$ cat src/rtl/pixel_write_sink.sv
// Receiving end of the draw-FSM pixel protocol: clips off-screen pixels, queues the rest and
// drives linear frame-buffer writes under fb_ready backpressure, flagging frame completion.
module pixel_write_sink #(
    parameter int unsigned SCREEN_W = 320,
    parameter int unsigned SCREEN_H = 240,
    parameter int unsigned DEPTH    = 16,
    parameter int unsigned ADDR_W   = 17,
    parameter int unsigned COLOR_W  = 12
) (
    input  logic               clock,
    input  logic               resetn,
    input  logic [8:0]         in_x_i,
    input  logic [7:0]         in_y_i,
    input  logic [COLOR_W-1:0] in_color_i,
    input  logic               in_we_i,
    input  logic               in_done_i,
    input  logic               fb_ready_i,
    output logic [ADDR_W-1:0]  fb_addr_o,
    output logic [8:0]         fb_x_o,
    output logic [7:0]         fb_y_o,
    output logic [COLOR_W-1:0] fb_color_o,
    output logic               fb_we_o,
    output logic               frame_done_o,
    output logic               busy_o,
    output logic               overflow_o,
    output logic [15:0]        clip_count_o
);

    localparam int unsigned PtrW = $clog2(DEPTH);
    localparam logic [PtrW:0]       FullLvl  = (PtrW + 1)'(DEPTH);
    localparam logic [9:0]          XLim     = 10'(SCREEN_W);
    localparam logic [8:0]          YLim     = 9'(SCREEN_H);
    localparam logic [ADDR_W-1:0]   ScreenWA = ADDR_W'(SCREEN_W);

    typedef enum logic [1:0] {StIdle, StStream, StDrain, StDone} state_e;

    state_e state_q, state_d;

    logic [8:0]         mem_x_q [DEPTH];
    logic [7:0]         mem_y_q [DEPTH];
    logic [COLOR_W-1:0] mem_c_q [DEPTH];

    logic [PtrW-1:0] wr_ptr_q, rd_ptr_q;
    logic [PtrW:0]   level_q, level_d;

    logic [ADDR_W-1:0]  fb_addr_q;
    logic [8:0]         fb_x_q;
    logic [7:0]         fb_y_q;
    logic [COLOR_W-1:0] fb_color_q;
    logic               fb_we_q;
    logic               overflow_q;
    logic [15:0]        clip_q;

    logic empty, full, in_range, push_req, push, pop;
    logic [8:0]         head_x;
    logic [7:0]         head_y;
    logic [COLOR_W-1:0] head_c;
    logic [ADDR_W-1:0]  head_addr;

    assign empty    = (level_q == '0);
    assign full     = (level_q == FullLvl);
    assign in_range = ({1'b0, in_x_i} < XLim) && ({1'b0, in_y_i} < YLim);
    assign push_req = in_we_i && in_range;
    assign pop      = !empty && (!fb_we_q || fb_ready_i);
    // A full FIFO still accepts a pixel when its head leaves in the same cycle.
    assign push     = push_req && (!full || pop);

    assign head_x    = mem_x_q[rd_ptr_q];
    assign head_y    = mem_y_q[rd_ptr_q];
    assign head_c    = mem_c_q[rd_ptr_q];
    assign head_addr = ADDR_W'(head_y) * ScreenWA + ADDR_W'(head_x);

    always_ff @(posedge clock) begin
        if (push) begin
            mem_x_q[wr_ptr_q] <= in_x_i;
            mem_y_q[wr_ptr_q] <= in_y_i;
            mem_c_q[wr_ptr_q] <= in_color_i;
        end
    end

    always_comb begin
        level_d = level_q;
        unique case ({push, pop})
            2'b10:   level_d = level_q + (PtrW + 1)'(1);
            2'b01:   level_d = level_q - (PtrW + 1)'(1);
            default: level_d = level_q;
        endcase
    end

    always_ff @(posedge clock) begin
        if (!resetn) begin
            wr_ptr_q <= '0;
            rd_ptr_q <= '0;
            level_q  <= '0;
        end else begin
            if (push) wr_ptr_q <= wr_ptr_q + PtrW'(1);
            if (pop)  rd_ptr_q <= rd_ptr_q + PtrW'(1);
            level_q <= level_d;
        end
    end

    always_ff @(posedge clock) begin
        if (!resetn) begin
            overflow_q <= 1'b0;
            clip_q     <= '0;
        end else begin
            if (push_req && !push) overflow_q <= 1'b1;
            if (in_we_i && !in_range && clip_q != 16'hFFFF) clip_q <= clip_q + 16'd1;
        end
    end

    always_ff @(posedge clock) begin
        if (!resetn) begin
            fb_addr_q  <= '0;
            fb_x_q     <= '0;
            fb_y_q     <= '0;
            fb_color_q <= '0;
            fb_we_q    <= 1'b0;
        end else if (pop) begin
            fb_addr_q  <= head_addr;
            fb_x_q     <= head_x;
            fb_y_q     <= head_y;
            fb_color_q <= head_c;
            fb_we_q    <= 1'b1;
        end else if (fb_we_q && fb_ready_i) begin
            fb_we_q <= 1'b0;
        end
    end

    always_comb begin
        state_d = state_q;
        unique case (state_q)
            StIdle: begin
                if (in_done_i)    state_d = StDrain;
                else if (in_we_i) state_d = StStream;
            end
            StStream: begin
                if (in_done_i) state_d = StDrain;
            end
            // A pixel arriving now belongs to the frame and must drain first.
            StDrain: begin
                if (empty && !fb_we_q && !push) state_d = StDone;
            end
            StDone: begin
                if (in_done_i)    state_d = StDrain;
                else if (in_we_i) state_d = StStream;
                else              state_d = StIdle;
            end
            default: state_d = StIdle;
        endcase
    end

    always_ff @(posedge clock) begin
        if (!resetn) state_q <= StIdle;
        else         state_q <= state_d;
    end

    assign fb_addr_o    = fb_addr_q;
    assign fb_x_o       = fb_x_q;
    assign fb_y_o       = fb_y_q;
    assign fb_color_o   = fb_color_q;
    assign fb_we_o      = fb_we_q;
    assign frame_done_o = (state_q == StDone);
    assign busy_o       = (state_q != StIdle) || !empty || fb_we_q;
    assign overflow_o   = overflow_q;
    assign clip_count_o = clip_q;

endmodule

$ cat config.mk
export PLATFORM = sky130hd
export DESIGN_NAME = pixel_write_sink
export DESIGN_NICKNAME = d
export VERILOG_FILES = /design/src/rtl/pixel_write_sink.sv
export SDC_FILE = /design/constraint.sdc
export NUM_CORES = 1
export LEC_CHECK = 0
export BUFFER_PORTS_ARGS = -buffer_cell sky130_fd_sc_hd__buf_4
export CAP_MARGIN = 20
export CORE_ASPECT_RATIO = 0.8
export CORE_MARGIN = 3
export CORE_UTILIZATION = 65
export CTS_CLUSTER_SIZE = 14
export DETAILED_ROUTE_END_ITERATION = 7
export PLACE_DENSITY = 0.84
export SETUP_SLACK_MARGIN = 0.5
export SLEW_MARGIN = 20
export SYNTH_ARGS = -nofsm -noshare
export SYNTH_HDL_FRONTEND = slang
export SYNTH_SLANG_ARGS = --single-unit
export TNS_END_PERCENT = 10
$ cat constraint.sdc
create_clock -name clock -period 11.4 [get_ports clock]
set_clock_uncertainty 0.1 [all_clocks]
set_input_delay 1.71 -clock clock [delete_from_list [all_inputs] [get_ports clock]]
set_output_delay 1.71 -clock clock [all_outputs]
set_load 0.02 [all_outputs]
**Yosys cells after proc, flatten, opt, wreduce, memory -nomap -nowiden**

Memory sizes are Yosys's and may differ from the RTL's. A register that Yosys moved wholly into a read port is not among the register bits.
Index checks and enable logic that the tools add are counted.

- Register bits: 67
- Memory bits (writable): 464
- Input port bits: 34
- Output and inout bits: 66
- Memories: 3

- Add/subtract/negate cells: 6
- Multiply operators: 1
- $lt $le $gt $ge: 2
- Equality and inequality tests: 10
- Muxes and demuxes: 16
- Reduce and logical (&&, ||, !) cells: 26

Memory list:

| name | words | bits a word | read ports | clocked after memory_dff | wr ports | RTL line | source |
|---|---|---|---|---|---|---|---|
| mem_c_q | 16 | 12 | 1 | 1 | 1 | 41 | `logic [COLOR_W-1:0] mem_c_q [DEPTH];` |
| mem_x_q | 16 | 9 | 1 | 1 | 1 | 39 | `logic [8:0] mem_x_q [DEPTH];` |
| mem_y_q | 16 | 8 | 1 | 1 | 1 | 40 | `logic [7:0] mem_y_q [DEPTH];` |

Operator list:

| operator | number |
|---|---|
| $add 17x9->17 | 1 |
| $add 16x1->16 const B | 1 |
| $mux 4 | 4 |
| $ne 16x16->1 const B | 1 |
| $mul 8x3->11 const B | 1 |
| $logic_and 1x1->1 | 10 |
| $mux 2 | 5 |
| $pmux 5 s2 | 1 |
| $lt 9x9->1 const B | 1 |
| $add 4x1->4 const B | 2 |
| $lt 8x8->1 const B | 1 |
| $pmux 2 s4 | 1 |
| $eq 2x2->1 const B | 3 |
| $logic_not 1->1 | 6 |
| $reduce_bool 2->1 | 3 |
| $add 5x1->5 const B | 1 |
| $eq 5x5->1 const B | 1 |
| $logic_not 5->1 | 1 |
| $mux 1 | 5 |
| $sub 5x1->5 const B | 1 |
| $eq 2x1->1 const B | 2 |
| $logic_or 1x1->1 | 4 |
| $ne 2x2->1 const B | 2 |
| $ne 3x3->1 const B | 1 |
| 2 further kinds | 2 |

**Depth between registers and ports, before layout**

- Depth in word-level cells: 9
- Mapped depth: 15
- Mapped depth without buffers: 12

**Worst setup path before layout**

No wires, ideal clock.

- Path type: input port to flip-flop
- Start: input port in_x_i[7]
- End: memory mem_c_q[3][0], enable pin
- Arrival: 4655 ps
- Data required time: 10849 ps
- Slack: 6194 ps
- Stages: 5
- Cell sequence: o21ai_0 -> nand3_1 -> nor2_1 -> nand2_1 -> nor3_1

- Longest elaborated chain between the ends: 6

Ends and longest elaborated chain:

| what | RTL line | source |
|---|---|---|
| start, declared | 12 | `input logic [8:0] in_x_i,` |
| $lt 9x9->1 | 62 | `assign in_range = ({1'b0, in_x_i} < XLim) && ({1'b0, in_y_i} < YLim);` |
| $logic_and 1x1->1 | 62 |  |
| $logic_and 1x1->1 | 63 | `assign push_req = in_we_i && in_range;` |
| $logic_and 1x1->1 | 66 | `assign push = push_req && (!full \|\| pop);` |
| $mux 1 | 74 | `if (push) begin` |
| $mux 1 (implied by the code) | 77 | `mem_c_q[wr_ptr_q] <= in_color_i;` |
| end, declared | 41 |  |

No other way between the ends.

==> results.json <==
{
  "status": "completed",
  "ir_worst_vdd_mv": 0.182,
  "slew_violations": 0,
  "htreeDepth": 2,
  "synth_cell_types": 46,
  "die_w_um": 207,
  "timing.hold.ws_ps": 355,
  "antenna_left": 0,
  "routed-wl-met3_um": 5350,
  "finalSetupViolations": 0,
  "fillCellCount": 1646,
  "cts.clk_slew.worst_paths_ps": 60,
  "slew_headroom_pct": 33.3,
  "layout_commonest_cell": "edfxtp_1",
  "synth_ff_type": "edfxtp_1",
  "cp-start-kind": "register",
  "wl_um": 48200,
  "rows": 58,
  "hpwl_um": 26000,
  "cts.repair.resized": 0,
  "fin_crit_sh_pct": 44.8,
  "io_buffers": 99,
  "start_util_pct": 66.5,
  "grt_pass1_wl_um": 72700,
  "ios": 100,
  "drt-met1-wl_um": 18200,
  "ys_seq_area_share_pct": 73.4,
  "synthesis.area_mm2": 0.0211,
  "cp-end-kind": "register",
  "wire_per_inst_um": 28.7,
  "drc": 0,
  "vias_per_cell": 6.61,
  "synth_enable_flop_cells": 464,
  "leakagePower_nw": 7.84,
  "antennaDiodeCount": 0,
  "multiInputGateArea_mm2": 0.00542,
  "critPathMaxFanout": 40,
  "syn_to_final_growth_pct": 13.6,
  "powerDensity_mw_per_mm2": 233,
  "netlist_instances": 1102,
  "hold_class": "reg -> reg",
  "drv_cap": 0,
  "worst_pin_slew_ps": 1000,
  "core_mm2": 0.0317,
  "grt_max_degree": 73,
  "route.vias.total": 11100,
  "worstSkewPairLatency_ps": 580,
  "final_nets": 1281,
  "final_cell_mix": "edfxtp_1 (464), mux4_2 (145), buf_4 (124)",
  "drt-initial-drc-count": 1416,
  "crit_type": "reg -> reg",
  "post_cts_buffers": 0,
  "fmaxAchievable_mhz": 196,
  "rrSetupSlack_ps": 6290,
  "cp.arrival_ps": 5480,
  "cts_sinks": 541,
  "antenna_found_initial": 0,
  "rsz0062_at_grt": "no",
  "grt_pass1_vias": 11351,
  "place_congestion": 0.775,
  "fin_area_mm2": 0.0240,
  "synth_warnings": 0,
  "regArea_mm2": 0.0155,
  "synth_seq_cells": 541,
  "place_area_mm2": 0.0224,
  "crit_required_ps": 11770,
  "met2WireLength_um": 23100,
  "async_reset_ff_share_pct": 0,
  "track_usage_pct": 28.4,
  "die_h_um": 167,
  "cts_buffers": 48,
  "gr-total-overflow": 0,
  "highest_layer": "met4",
  "clockBufferDepth": 3,
  "finalHoldViolCount": 0,
  "syn_area_per_cell_um2": 19.1,
  "period_needed_ps": 5110,
  "fin_tns_setup_ps": 0,
  "dieArea_mm2": 0.0347,
  "root_buffer": "clkbuf_16",
  "drt_pass1_iterations": 5,
  "syn_nets": 1163,
  "hold_buffers": 0,
  "cts_tree": "built",
  "drive_above_1_share_pct": 28.5
}
## report_power, final
group	switching [mW]	internal (mW)	total, mW	leakage, nW
registers	0.110	2.25	2.36	4.82
clock network	0.706	0.876	1.58	0.739
logic	0.878	0.763	1.64	2.28
## kinds of logic after synthesis
group                      after synthesis  share of synthesized area (%)
DFF                                    541                           73.4
xor gates and xnor gates                31                           1.29
muxes                                  148                           15.6
and+or+nand+nor                        189                           3.92
AOI/OAI and AO/OA                       89                           2.51
adders and majority gates               28                           1.76
buffers and inverters                   76                           1.55
## flip-flops by register name (all words and copies together) (netlist names), named ones only
signal,flops
rd_ptr_q,4
mem_x_q,144
fb_y_o,8
wr_ptr_q,4
fb_color_o,12
mem_y_q,128
clip_count_o,16
overflow_o,1
fb_addr_o,17
fb_we_o,1
mem_c_q,192
level_q,5
fb_x_o,3
state_q,2
## layer usage
metal  track usage, %  vias to the layer above
met5                0                        -
met4             10.6                        0
met3             6.14                      112
met2             43.6                      765
li1                 -                     4635
met1             41.3                     5588
## cells in the mapped netlist, types with 4 or more instances
cell / instances / area (µm²)
a211oi_1: 9 / 67.6
a21o_1: 4 / 30.0
a21oi_1: 47 / 235
and3_1: 5 / 31.3
buf_1: 11 / 41.3
buf_2: 10 / 50.1
buf_4: 6 / 45.0
clkbuf_1: 29 / 109
dfxtp_1: 77 / 1540
edfxtp_1: 464 / 13900
ha_1: 24 / 300
inv_1: 18 / 67.6
mux4_2: 145 / 3270
nand2_1: 87 / 327
nand3_1: 7 / 35.0
nand4_1: 7 / 43.8
nor2_1: 52 / 195
nor2b_1: 5 / 31.3
nor3_1: 9 / 45.0
o21a_1: 5 / 37.5
o21ai_0: 13 / 65.1
or3_1: 4 / 25.0
xnor2_1: 14 / 123
xor2_1: 17 / 149
## worst max-delay path, stage by stage, from the launching register on
cell and delay, ps:
dfxtp_4 730, buf_4 740, mux4_2 610, mux4_2 590, ha_1 330, ha_1 250, a211oi_1 410, o21ai_1 160
a211oi_1 470, nand4_1 200, a21o_1 210, a311oi_2 210
## path summary, 6_finish.rpt
check,from,end,cells past startpoint
min,fb_color_o[3],fb_color_o[3],2
max reg2reg,register,fb_addr_o[15],11
min reg2reg,fb_color_o[3],fb_color_o[3],2
max,register,fb_addr_o[15],11
## stage by stage
| stage | total power [mW] | utilization, % | instances | setup slack, ps |
|---|---|---|---|---|
| 3_3_place_gp | 3.97 | 70.7 | 1589 | 6420 |
| 5_1_grt | 5.82 | 75.6 | 1679 | 5910 |
| 3_5_place_dp | 4.01 | 70.7 | 1589 | 6260 |
| 2_1_floorplan | 3.56 | - | 1102 | 6190 |
| 4_1_cts | 5.60 | 75.5 | 1678 | 6220 |
| 6_report | 5.58 | 75.6 | 1679 | 6290 |
## area by class of cell
cell class,count,share of cell area [%]
clock buffer,74,5.68
timing repair buffer,125,4.00
tap,420,2.19
multi-input combinational,485,22.6
sequential,541,64.6
clock inverter,15,0.637
inverter,19,0.298
Note: power is estimated with default switching activity, not from simulation.
